File: src/rtl/mp4_mem_subsys_if.sv
// Bus bundle between the mp4 core ports, the memory subsystem and physical memory.
// slave is the subsystem's view; master is the surrounding CPU/memory view.
interface mp4_mem_subsys_if;
    logic        inst_read;
    logic [31:0] inst_addr;
    logic [31:0] inst_rdata;
    logic        inst_resp;
    logic        data_read;
    logic        data_write;
    logic [31:0] data_addr;
    logic [31:0] data_wdata;
    logic [3:0]  data_mbe;
    logic [31:0] data_rdata;
    logic        data_resp;
    logic [31:0] pmem_address;
    logic        pmem_read;
    logic        pmem_write;
    logic [63:0] pmem_rdata;
    logic [63:0] pmem_wdata;
    logic        pmem_resp;

    modport slave (
        input  inst_read, inst_addr, data_read, data_write, data_addr, data_wdata, data_mbe,
               pmem_rdata, pmem_resp,
        output inst_rdata, inst_resp, data_rdata, data_resp,
               pmem_address, pmem_read, pmem_write, pmem_wdata
    );

    modport master (
        output inst_read, inst_addr, data_read, data_write, data_addr, data_wdata, data_mbe,
               pmem_rdata, pmem_resp,
        input  inst_rdata, inst_resp, data_rdata, data_resp,
               pmem_address, pmem_read, pmem_write, pmem_wdata
    );
endinterface

File: src/rtl/mp4_mem_subsys.sv
// Cacheless memory subsystem: every word request becomes a 4x64-bit line burst;
// stores are line read, byte merge, line write. Data port wins arbitration.
module mp4_mem_subsys (
    input  logic            clk,
    input  logic            rst,
    mp4_mem_subsys_if.slave bus
);
    localparam logic [1:0] ST_IDLE     = 2'd0;
    localparam logic [1:0] ST_RD_BURST = 2'd1;
    localparam logic [1:0] ST_WR_BURST = 2'd2;
    localparam logic [1:0] ST_RESP     = 2'd3;

    logic [1:0]   state_r, state_s;
    logic [1:0]   beat_r, beat_s;
    logic [255:0] line_r, line_s;
    logic         sel_data_r, sel_data_s;
    logic         is_store_r, is_store_s;
    logic [31:2]  addr_r, addr_s;
    logic [31:0]  wdata_r, wdata_s;
    logic [3:0]   mbe_r, mbe_s;

    logic [31:0]  inst_rdata_r, inst_rdata_s;
    logic         inst_resp_r, inst_resp_s;
    logic [31:0]  data_rdata_r, data_rdata_s;
    logic         data_resp_r, data_resp_s;
    logic [31:0]  pmem_address_r, pmem_address_s;
    logic         pmem_read_r, pmem_read_s;
    logic         pmem_write_r, pmem_write_s;
    logic [63:0]  pmem_wdata_r, pmem_wdata_s;
    logic [31:0]  resp_word_s;

    // Byte offsets are meaningless for a word-granular port.
    logic unused_s;
    assign unused_s = ^{bus.inst_addr[1:0], bus.data_addr[1:0]};

    function automatic logic [31:0] get_word(input logic [255:0] line, input logic [2:0] idx);
        return line[{idx, 5'b00000} +: 32];
    endfunction

    function automatic logic [31:0] merge_bytes(input logic [31:0] old_w, input logic [31:0] new_w,
                                                input logic [3:0] mbe);
        return {mbe[3] ? new_w[31:24] : old_w[31:24],
                mbe[2] ? new_w[23:16] : old_w[23:16],
                mbe[1] ? new_w[15:8]  : old_w[15:8],
                mbe[0] ? new_w[7:0]   : old_w[7:0]};
    endfunction

    // Next-state logic: arbitration, beat capture, store merge and burst sequencing.
    always_comb begin
        state_s    = state_r;
        beat_s     = beat_r;
        line_s     = line_r;
        sel_data_s = sel_data_r;
        is_store_s = is_store_r;
        addr_s     = addr_r;
        wdata_s    = wdata_r;
        mbe_s      = mbe_r;
        case (state_r)
            ST_IDLE: begin
                if (bus.data_read || bus.data_write) begin
                    sel_data_s = 1'b1;
                    is_store_s = bus.data_write;
                    addr_s     = bus.data_addr[31:2];
                    wdata_s    = bus.data_wdata;
                    mbe_s      = bus.data_mbe;
                    beat_s     = 2'd0;
                    state_s    = ST_RD_BURST;
                end else if (bus.inst_read) begin
                    sel_data_s = 1'b0;
                    is_store_s = 1'b0;
                    addr_s     = bus.inst_addr[31:2];
                    wdata_s    = 32'd0;
                    mbe_s      = 4'd0;
                    beat_s     = 2'd0;
                    state_s    = ST_RD_BURST;
                end else begin
                    state_s = ST_IDLE;
                end
            end
            ST_RD_BURST: begin
                if (bus.pmem_resp) begin
                    line_s[{beat_r, 6'b000000} +: 64] = bus.pmem_rdata;
                    if (beat_r == 2'd3) begin
                        beat_s = 2'd0;
                        if (is_store_r) begin
                            line_s[{addr_r[4:2], 5'b00000} +: 32] =
                                merge_bytes(get_word(line_s, addr_r[4:2]), wdata_r, mbe_r);
                            state_s = ST_WR_BURST;
                        end else begin
                            state_s = ST_RESP;
                        end
                    end else begin
                        beat_s = beat_r + 2'd1;
                    end
                end else begin
                    state_s = ST_RD_BURST;
                end
            end
            ST_WR_BURST: begin
                if (bus.pmem_resp) begin
                    if (beat_r == 2'd3) begin
                        beat_s  = 2'd0;
                        state_s = ST_RESP;
                    end else begin
                        beat_s = beat_r + 2'd1;
                    end
                end else begin
                    state_s = ST_WR_BURST;
                end
            end
            ST_RESP: state_s = ST_IDLE;
            default: state_s = ST_IDLE;
        endcase
    end

    // Output decode from the next state so every output comes straight from a flop.
    always_comb begin
        inst_rdata_s   = 32'd0;
        inst_resp_s    = 1'b0;
        data_rdata_s   = 32'd0;
        data_resp_s    = 1'b0;
        pmem_address_s = 32'd0;
        pmem_read_s    = 1'b0;
        pmem_write_s   = 1'b0;
        pmem_wdata_s   = 64'd0;
        resp_word_s    = get_word(line_s, addr_s[4:2]);
        case (state_s)
            ST_IDLE: pmem_read_s = 1'b0;
            ST_RD_BURST: begin
                pmem_read_s    = 1'b1;
                pmem_address_s = {addr_s[31:5], 5'b00000};
            end
            ST_WR_BURST: begin
                pmem_write_s   = 1'b1;
                pmem_address_s = {addr_s[31:5], 5'b00000};
                pmem_wdata_s   = line_s[{beat_s, 6'b000000} +: 64];
            end
            ST_RESP: begin
                if (sel_data_s) begin
                    data_resp_s  = 1'b1;
                    data_rdata_s = resp_word_s;
                end else begin
                    inst_resp_s  = 1'b1;
                    inst_rdata_s = resp_word_s;
                end
            end
            default: pmem_read_s = 1'b0;
        endcase
    end

    // State and output registers; reset abandons any burst in flight.
    always_ff @(posedge clk) begin
        if (!rst) begin
            state_r        <= ST_IDLE;
            beat_r         <= 2'd0;
            line_r         <= 256'd0;
            sel_data_r     <= 1'b0;
            is_store_r     <= 1'b0;
            addr_r         <= 30'd0;
            wdata_r        <= 32'd0;
            mbe_r          <= 4'd0;
            inst_rdata_r   <= 32'd0;
            inst_resp_r    <= 1'b0;
            data_rdata_r   <= 32'd0;
            data_resp_r    <= 1'b0;
            pmem_address_r <= 32'd0;
            pmem_read_r    <= 1'b0;
            pmem_write_r   <= 1'b0;
            pmem_wdata_r   <= 64'd0;
        end else begin
            state_r        <= state_s;
            beat_r         <= beat_s;
            line_r         <= line_s;
            sel_data_r     <= sel_data_s;
            is_store_r     <= is_store_s;
            addr_r         <= addr_s;
            wdata_r        <= wdata_s;
            mbe_r          <= mbe_s;
            inst_rdata_r   <= inst_rdata_s;
            inst_resp_r    <= inst_resp_s;
            data_rdata_r   <= data_rdata_s;
            data_resp_r    <= data_resp_s;
            pmem_address_r <= pmem_address_s;
            pmem_read_r    <= pmem_read_s;
            pmem_write_r   <= pmem_write_s;
            pmem_wdata_r   <= pmem_wdata_s;
        end
    end

    assign bus.inst_rdata   = inst_rdata_r;
    assign bus.inst_resp    = inst_resp_r;
    assign bus.data_rdata   = data_rdata_r;
    assign bus.data_resp    = data_resp_r;
    assign bus.pmem_address = pmem_address_r;
    assign bus.pmem_read    = pmem_read_r;
    assign bus.pmem_write   = pmem_write_r;
    assign bus.pmem_wdata   = pmem_wdata_r;
endmodule

File: src/flat_wrapper.sv
// flat-port wrapper written by rule: the top's interface ports become plain ports
module mp4_mem_subsys_flat 
  (clk, rst, bus_inst_read, bus_inst_addr, bus_data_read, bus_data_write, bus_data_addr, bus_data_wdata, bus_data_mbe, bus_pmem_rdata, bus_pmem_resp, bus_inst_rdata, bus_inst_resp, bus_data_rdata, bus_data_resp, bus_pmem_address, bus_pmem_read, bus_pmem_write, bus_pmem_wdata);
  mp4_mem_subsys_if bus_i ();
  input  logic clk;
  input  logic rst;
  input wire logic [$bits(bus_i.inst_read)-1:0] bus_inst_read;
  input wire logic [$bits(bus_i.inst_addr)-1:0] bus_inst_addr;
  input wire logic [$bits(bus_i.data_read)-1:0] bus_data_read;
  input wire logic [$bits(bus_i.data_write)-1:0] bus_data_write;
  input wire logic [$bits(bus_i.data_addr)-1:0] bus_data_addr;
  input wire logic [$bits(bus_i.data_wdata)-1:0] bus_data_wdata;
  input wire logic [$bits(bus_i.data_mbe)-1:0] bus_data_mbe;
  input wire logic [$bits(bus_i.pmem_rdata)-1:0] bus_pmem_rdata;
  input wire logic [$bits(bus_i.pmem_resp)-1:0] bus_pmem_resp;
  output wire logic [$bits(bus_i.inst_rdata)-1:0] bus_inst_rdata;
  output wire logic [$bits(bus_i.inst_resp)-1:0] bus_inst_resp;
  output wire logic [$bits(bus_i.data_rdata)-1:0] bus_data_rdata;
  output wire logic [$bits(bus_i.data_resp)-1:0] bus_data_resp;
  output wire logic [$bits(bus_i.pmem_address)-1:0] bus_pmem_address;
  output wire logic [$bits(bus_i.pmem_read)-1:0] bus_pmem_read;
  output wire logic [$bits(bus_i.pmem_write)-1:0] bus_pmem_write;
  output wire logic [$bits(bus_i.pmem_wdata)-1:0] bus_pmem_wdata;
  assign bus_i.inst_read = bus_inst_read;
  assign bus_i.inst_addr = bus_inst_addr;
  assign bus_i.data_read = bus_data_read;
  assign bus_i.data_write = bus_data_write;
  assign bus_i.data_addr = bus_data_addr;
  assign bus_i.data_wdata = bus_data_wdata;
  assign bus_i.data_mbe = bus_data_mbe;
  assign bus_i.pmem_rdata = bus_pmem_rdata;
  assign bus_i.pmem_resp = bus_pmem_resp;
  assign bus_inst_rdata = bus_i.inst_rdata;
  assign bus_inst_resp = bus_i.inst_resp;
  assign bus_data_rdata = bus_i.data_rdata;
  assign bus_data_resp = bus_i.data_resp;
  assign bus_pmem_address = bus_i.pmem_address;
  assign bus_pmem_read = bus_i.pmem_read;
  assign bus_pmem_write = bus_i.pmem_write;
  assign bus_pmem_wdata = bus_i.pmem_wdata;
  mp4_mem_subsys u_core (.clk(clk), .rst(rst), .bus(bus_i));
endmodule
File: config.mk
export PLATFORM = sky130hd
export DESIGN_NAME = mp4_mem_subsys_flat
export DESIGN_NICKNAME = d
export VERILOG_FILES = /design/src/rtl/mp4_mem_subsys_if.sv /design/src/rtl/mp4_mem_subsys.sv /design/src/flat_wrapper.sv
export SDC_FILE = /design/constraint.sdc
export NUM_CORES = 2
export LEC_CHECK = 0
export ABC_AREA = 1
export BUFFER_PORTS_ARGS = -buffer_cell sky130_fd_sc_hd__buf_2
export CELL_PAD_IN_SITES_DETAIL_PLACEMENT = 1
export CELL_PAD_IN_SITES_GLOBAL_PLACEMENT = 2
export CORE_UTILIZATION = 34
export DETAILED_ROUTE_END_ITERATION = 12
export PLACE_DENSITY_LB_ADDON = 0.05
export RECOVER_POWER = 50
export SETUP_SLACK_MARGIN = 0.15
export SLEW_MARGIN = 20
export SYNTH_ARGS = -nofsm -noshare
export SYNTH_HDL_FRONTEND = slang
export SYNTH_SLANG_ARGS = --single-unit
File: constraint.sdc
create_clock -name clk -period 7.4 [get_ports clk]
set_input_delay 1.11 -clock clk [delete_from_list [all_inputs] [get_ports clk]]
set_output_delay 1.11 -clock clk [all_outputs]
set_load 0.01 [all_outputs]
==> out/qor.csv <==
stage;metric;value;unit
floorplan;num_rows;111;
worst_setup_path;crit_family;buffers and inverters;
placement;globalplace.congestion;0.844;
worst_setup_path;critPathLaunchType;flop;
clocking;postCtsSetupRepairBufs;0;
floorplan;io_pins;334;
sta;fin_crit;6.11;ns
worst_setup_path;cpPeakStageDelay;1.08;ns
route;ant_nets;0;
clocking;cts_root_buf;clkbuf_16;
grt;grt_pass1_wl;261000;microns
clocking;path_clk_slew;0.06;ns
final_layout;syn_to_final_growth;12.7;%
status;status;finished, violations left;
clocking;clock_path_buffers;3;
sta;max_freq;0.164;GHz
route;route.detailed.drc;0;
worst_setup_path;required;7.87;ns
route;wl_per_cell;27.8;microns
route;drtIter0Drc;3622;
power_and_ir_drop;p_leak;14.9;nW
grt;antenna_found_initial;20;
sta;tns;0;ns
clocking;cts_max_level;2;
synth;synth.avg_cell_area;6.09;sq um
placement;port_buffers;324;
grt;gr-usage-all-layers;0.376;
sta;hold_slack;0.462;ns
power_and_ir_drop;pwr_density_cell;225;nW/um^2
worst_setup_path;crit_type;reg -> reg;
floorplan;start_util;0.345;
route;vias_per_cell;5.98;
sta;finalSetupViolCount;0;
worst_setup_path;endpoint_kind;flop;
worst_setup_path;path_cells;inv_2, ha_2, nor2_1, nand4_1, buf_4, nor2_1, buf_4, inv_2, buf_4, a31oi_1, nand2_1, nand3_1, nand2_1, inv_1, nand2_1, nand3_1, nand2_1, nor2_1;
final_layout;fin_nets;5426;
synth;syn_area;31700;sq um
route;wirelength;182000;microns
flow_run;cap_violations;7;
synth;syn_inst;5200;
worst_setup_path;crit_path_max_fanout;28;
synth;netlist_top_cells_area;dfxtp_1 (31%), nand2_1 (19%), nand3_1 (17%), a21oi_1 (5.6%), nor2_1 (3.8%);
power_and_ir_drop;ir_drop;0.186;mV
worst_hold_path;hp-class;reg -> reg;
synth;ys_ff_latch;487;
clocking;cts_hold_buf;0;
worst_setup_path;worstPathArrival;6.58;ns
clocking;clock-sinks;487;
synth;synth_async_sr_flop_share;0;
status;violations;max-capacitance violations, max-slew violations;
worst_setup_path;crit_buf_inv;6;
grt;gr-total-overflow;0;
sta;worst_clock_skew;0.0240;ns
synth;synth_top_area_cell;dfxtp_1;
clocking;insertion_delay;0.70;ns
floorplan;fp.dieH;307;microns
worst_setup_path;slowest_stage;ha_2;
synth;synth_edf_count;0;
route;first_pass_iters;6;
sta;rsz0062_at_grt;no;
floorplan;design.die.area;94400;sq um
final_layout;drive_gt1_frac;0.0916;
sta;period_share;0.826;
synth;ys.flop_type;dfxtp_1;
floorplan;die_w;307;microns
floorplan;core-area;91900;sq um
grt;grt_pass1_vias;38000;
grt;grt_max_degree;140;
route;dr_total_vias;39000;
sta;slew_violations;292;
worst_setup_path;cp_common_cell;nand2_1;
sta;hold_viol_final;0;
clocking;cts_tree;built;
synth;ys_warn_count;0;
sta;relSlewSlack;-0.964;
clocking;cts_buffers;60;
sta;worst_pin_slew;2.95;ns
clocking;postCtsResizedCells;0;
synth;synth_seq_area_share;0.308;
synth;synth.distinct_cells;35;
placement;dp_hpwl;107000;microns
synth;synth_top_area_frac;0.308;
## worst min-delay path: cells and delay by family (launching register included)
family	cells	cell delay [ns]
DFF	1	0.31
and+or+nand+nor	1	0.06
AOI/OAI and AO/OA	1	0.05
## Yosys cell counts, types with 7 or more instances
| library cell | number |
|---|---|
| nand2_1 | 1566 |
| nand3_1 | 1069 |
| dfxtp_1 | 487 |
| a21oi_1 | 355 |
| nor2_1 | 320 |
| clkbuf_1 | 283 |
| inv_1 | 170 |
| a31oi_1 | 160 |
| o21ai_0 | 159 |
| o21ai_1 | 106 |
| buf_2 | 63 |
| a21boi_0 | 62 |
| buf_1 | 62 |
| or2_2 | 48 |
| nand4_1 | 36 |
| o21bai_1 | 32 |
| nand4_2 | 31 |
| a21boi_1 | 29 |
| nand3_2 | 29 |
| buf_4 | 24 |
| o22ai_1 | 24 |
| ha_1 | 19 |
| o211ai_1 | 19 |
| nor3_1 | 11 |
| inv_2 | 9 |
| nor4_1 | 7 |
## report_power, final
part           internal (mW)  leakage (nW)  switching, mW  total [mW]
clock network           1.92          1.03           1.34        3.26
registers               2.70          3.95         0.0636        2.76
logic                  0.511          9.93           1.49        2.00
## routing by layer
layer	routed length, microns	global-route usage	share of wire
met5	107	0	0.00059
met4	7920	0.160	0.044
met3	15400	0.0662	0.085
met2	79400	0.583	0.44
met1	78900	0.510	0.43
## sequential cells by signal (all words and copies together) (netlist names), 2 cells and up
register / count
u_core.state_r: 2
u_core.wdata_r: 32
u_core.bus.pmem_address: 27
u_core.bus.pmem_wdata: 64
u_core.bus.data_rdata: 32
u_core.bus.inst_rdata: 32
u_core.line_r: 256
u_core.addr_r: 30
u_core.beat_r: 2
u_core.mbe_r: 4
## worst paths after layout
kind                           start                         to  slack [ns]  depth (start not counted)
setup / recovery    u_core.addr_r[3]  u_core.bus.data_rdata[21]        1.29                         18
hold / removal    u_core.wdata_r[13]         u_core.wdata_r[13]        0.46                          2
setup reg to reg    u_core.addr_r[3]  u_core.bus.data_rdata[21]        1.29                         18
hold reg to reg   u_core.wdata_r[13]         u_core.wdata_r[13]        0.46                          2
## area by class of cell
type	count	area, sq um
fillers	12300	56200
multi-input cells	4100	19500
flip-flops and latches	487	9760
repair buffers	408	2120
clock buffers	81	1670
well taps	1243	1560
inverters	180	701
clock inverters	29	423
diodes	6	15.0
## cells by family (layout without fill, tap and decap cells)
| kind of cell | count (synthesis) | after routing | share of synthesized area |
|---|---|---|---|
| and+or+nand+nor | 3123 | 3123 | 0.435 |
| AOI/OAI and AO/OA | 953 | 953 | 0.170 |
| buffers and inverters | 617 | 698 | 0.0797 |
| DFF | 487 | 487 | 0.308 |
| adders and majority gates | 19 | 19 | 0.00750 |
| other | 1 | 11 | 0.000118 |
## layout by cell type (no fill, tap or decap), types with 3 or more instances in the layout
| cell type | synthesis | final |
|---|---|---|
| nand3_1 | 1069 | 1068 |
| nor3_1 | 11 | 11 |
| buf_4 | 24 | 70 |
| clkbuf_8 | 0 | 9 |
| clkbuf_16 | 0 | 60 |
| ha_1 | 19 | 17 |
| nand3_2 | 29 | 30 |
| inv_2 | 9 | 13 |
| bufinv_16 | 0 | 10 |
| inv_1 | 170 | 159 |
| o21a_4 | 0 | 4 |
| or2_2 | 48 | 48 |
| inv_6 | 0 | 3 |
| nand2_1 | 1566 | 1559 |
| nand4_1 | 36 | 42 |
| dfxtp_1 | 487 | 484 |
| o22ai_1 | 24 | 24 |
| a21oi_1 | 355 | 355 |
| a21boi_0 | 62 | 70 |
| conb_1 | 1 | 5 |
| nand2_2 | 0 | 6 |
| clkinvlp_4 | 0 | 3 |
| clkinv_2 | 1 | 12 |
| nand4_2 | 31 | 25 |
| buf_2 | 63 | 165 |
| nor2_4 | 3 | 4 |
| clkbuf_1 | 283 | 177 |
| inv_4 | 0 | 4 |
| diode_2 | 0 | 6 |
| o21ai_0 | 159 | 161 |
| nor2_1 | 320 | 319 |
| buf_12 | 0 | 7 |
| nor4_1 | 7 | 7 |
| o21ai_1 | 106 | 104 |
| a31oi_1 | 160 | 160 |
| o21bai_1 | 32 | 32 |
| o211ai_1 | 19 | 19 |
| a21boi_1 | 29 | 22 |
## through the flow
step | instances | setup WS [ns] | instance area, sq um | utilization | total power [mW]
after global placement | 6418 | 2.20 | 33900 | 0.368 | 4.77
after floorplan | 5204 | 4.07 | 31700 | - | 4.00
after detailed placement | 6418 | 2.11 | 33900 | 0.368 | 4.78
final | 6534 | 1.29 | 35700 | 0.388 | 8.02
after global routing | 6530 | 0.907 | 35700 | 0.388 | 8.29
after CTS | 6528 | 2.09 | 36000 | 0.391 | 8.04
Power figures use the tool's default switching activity.
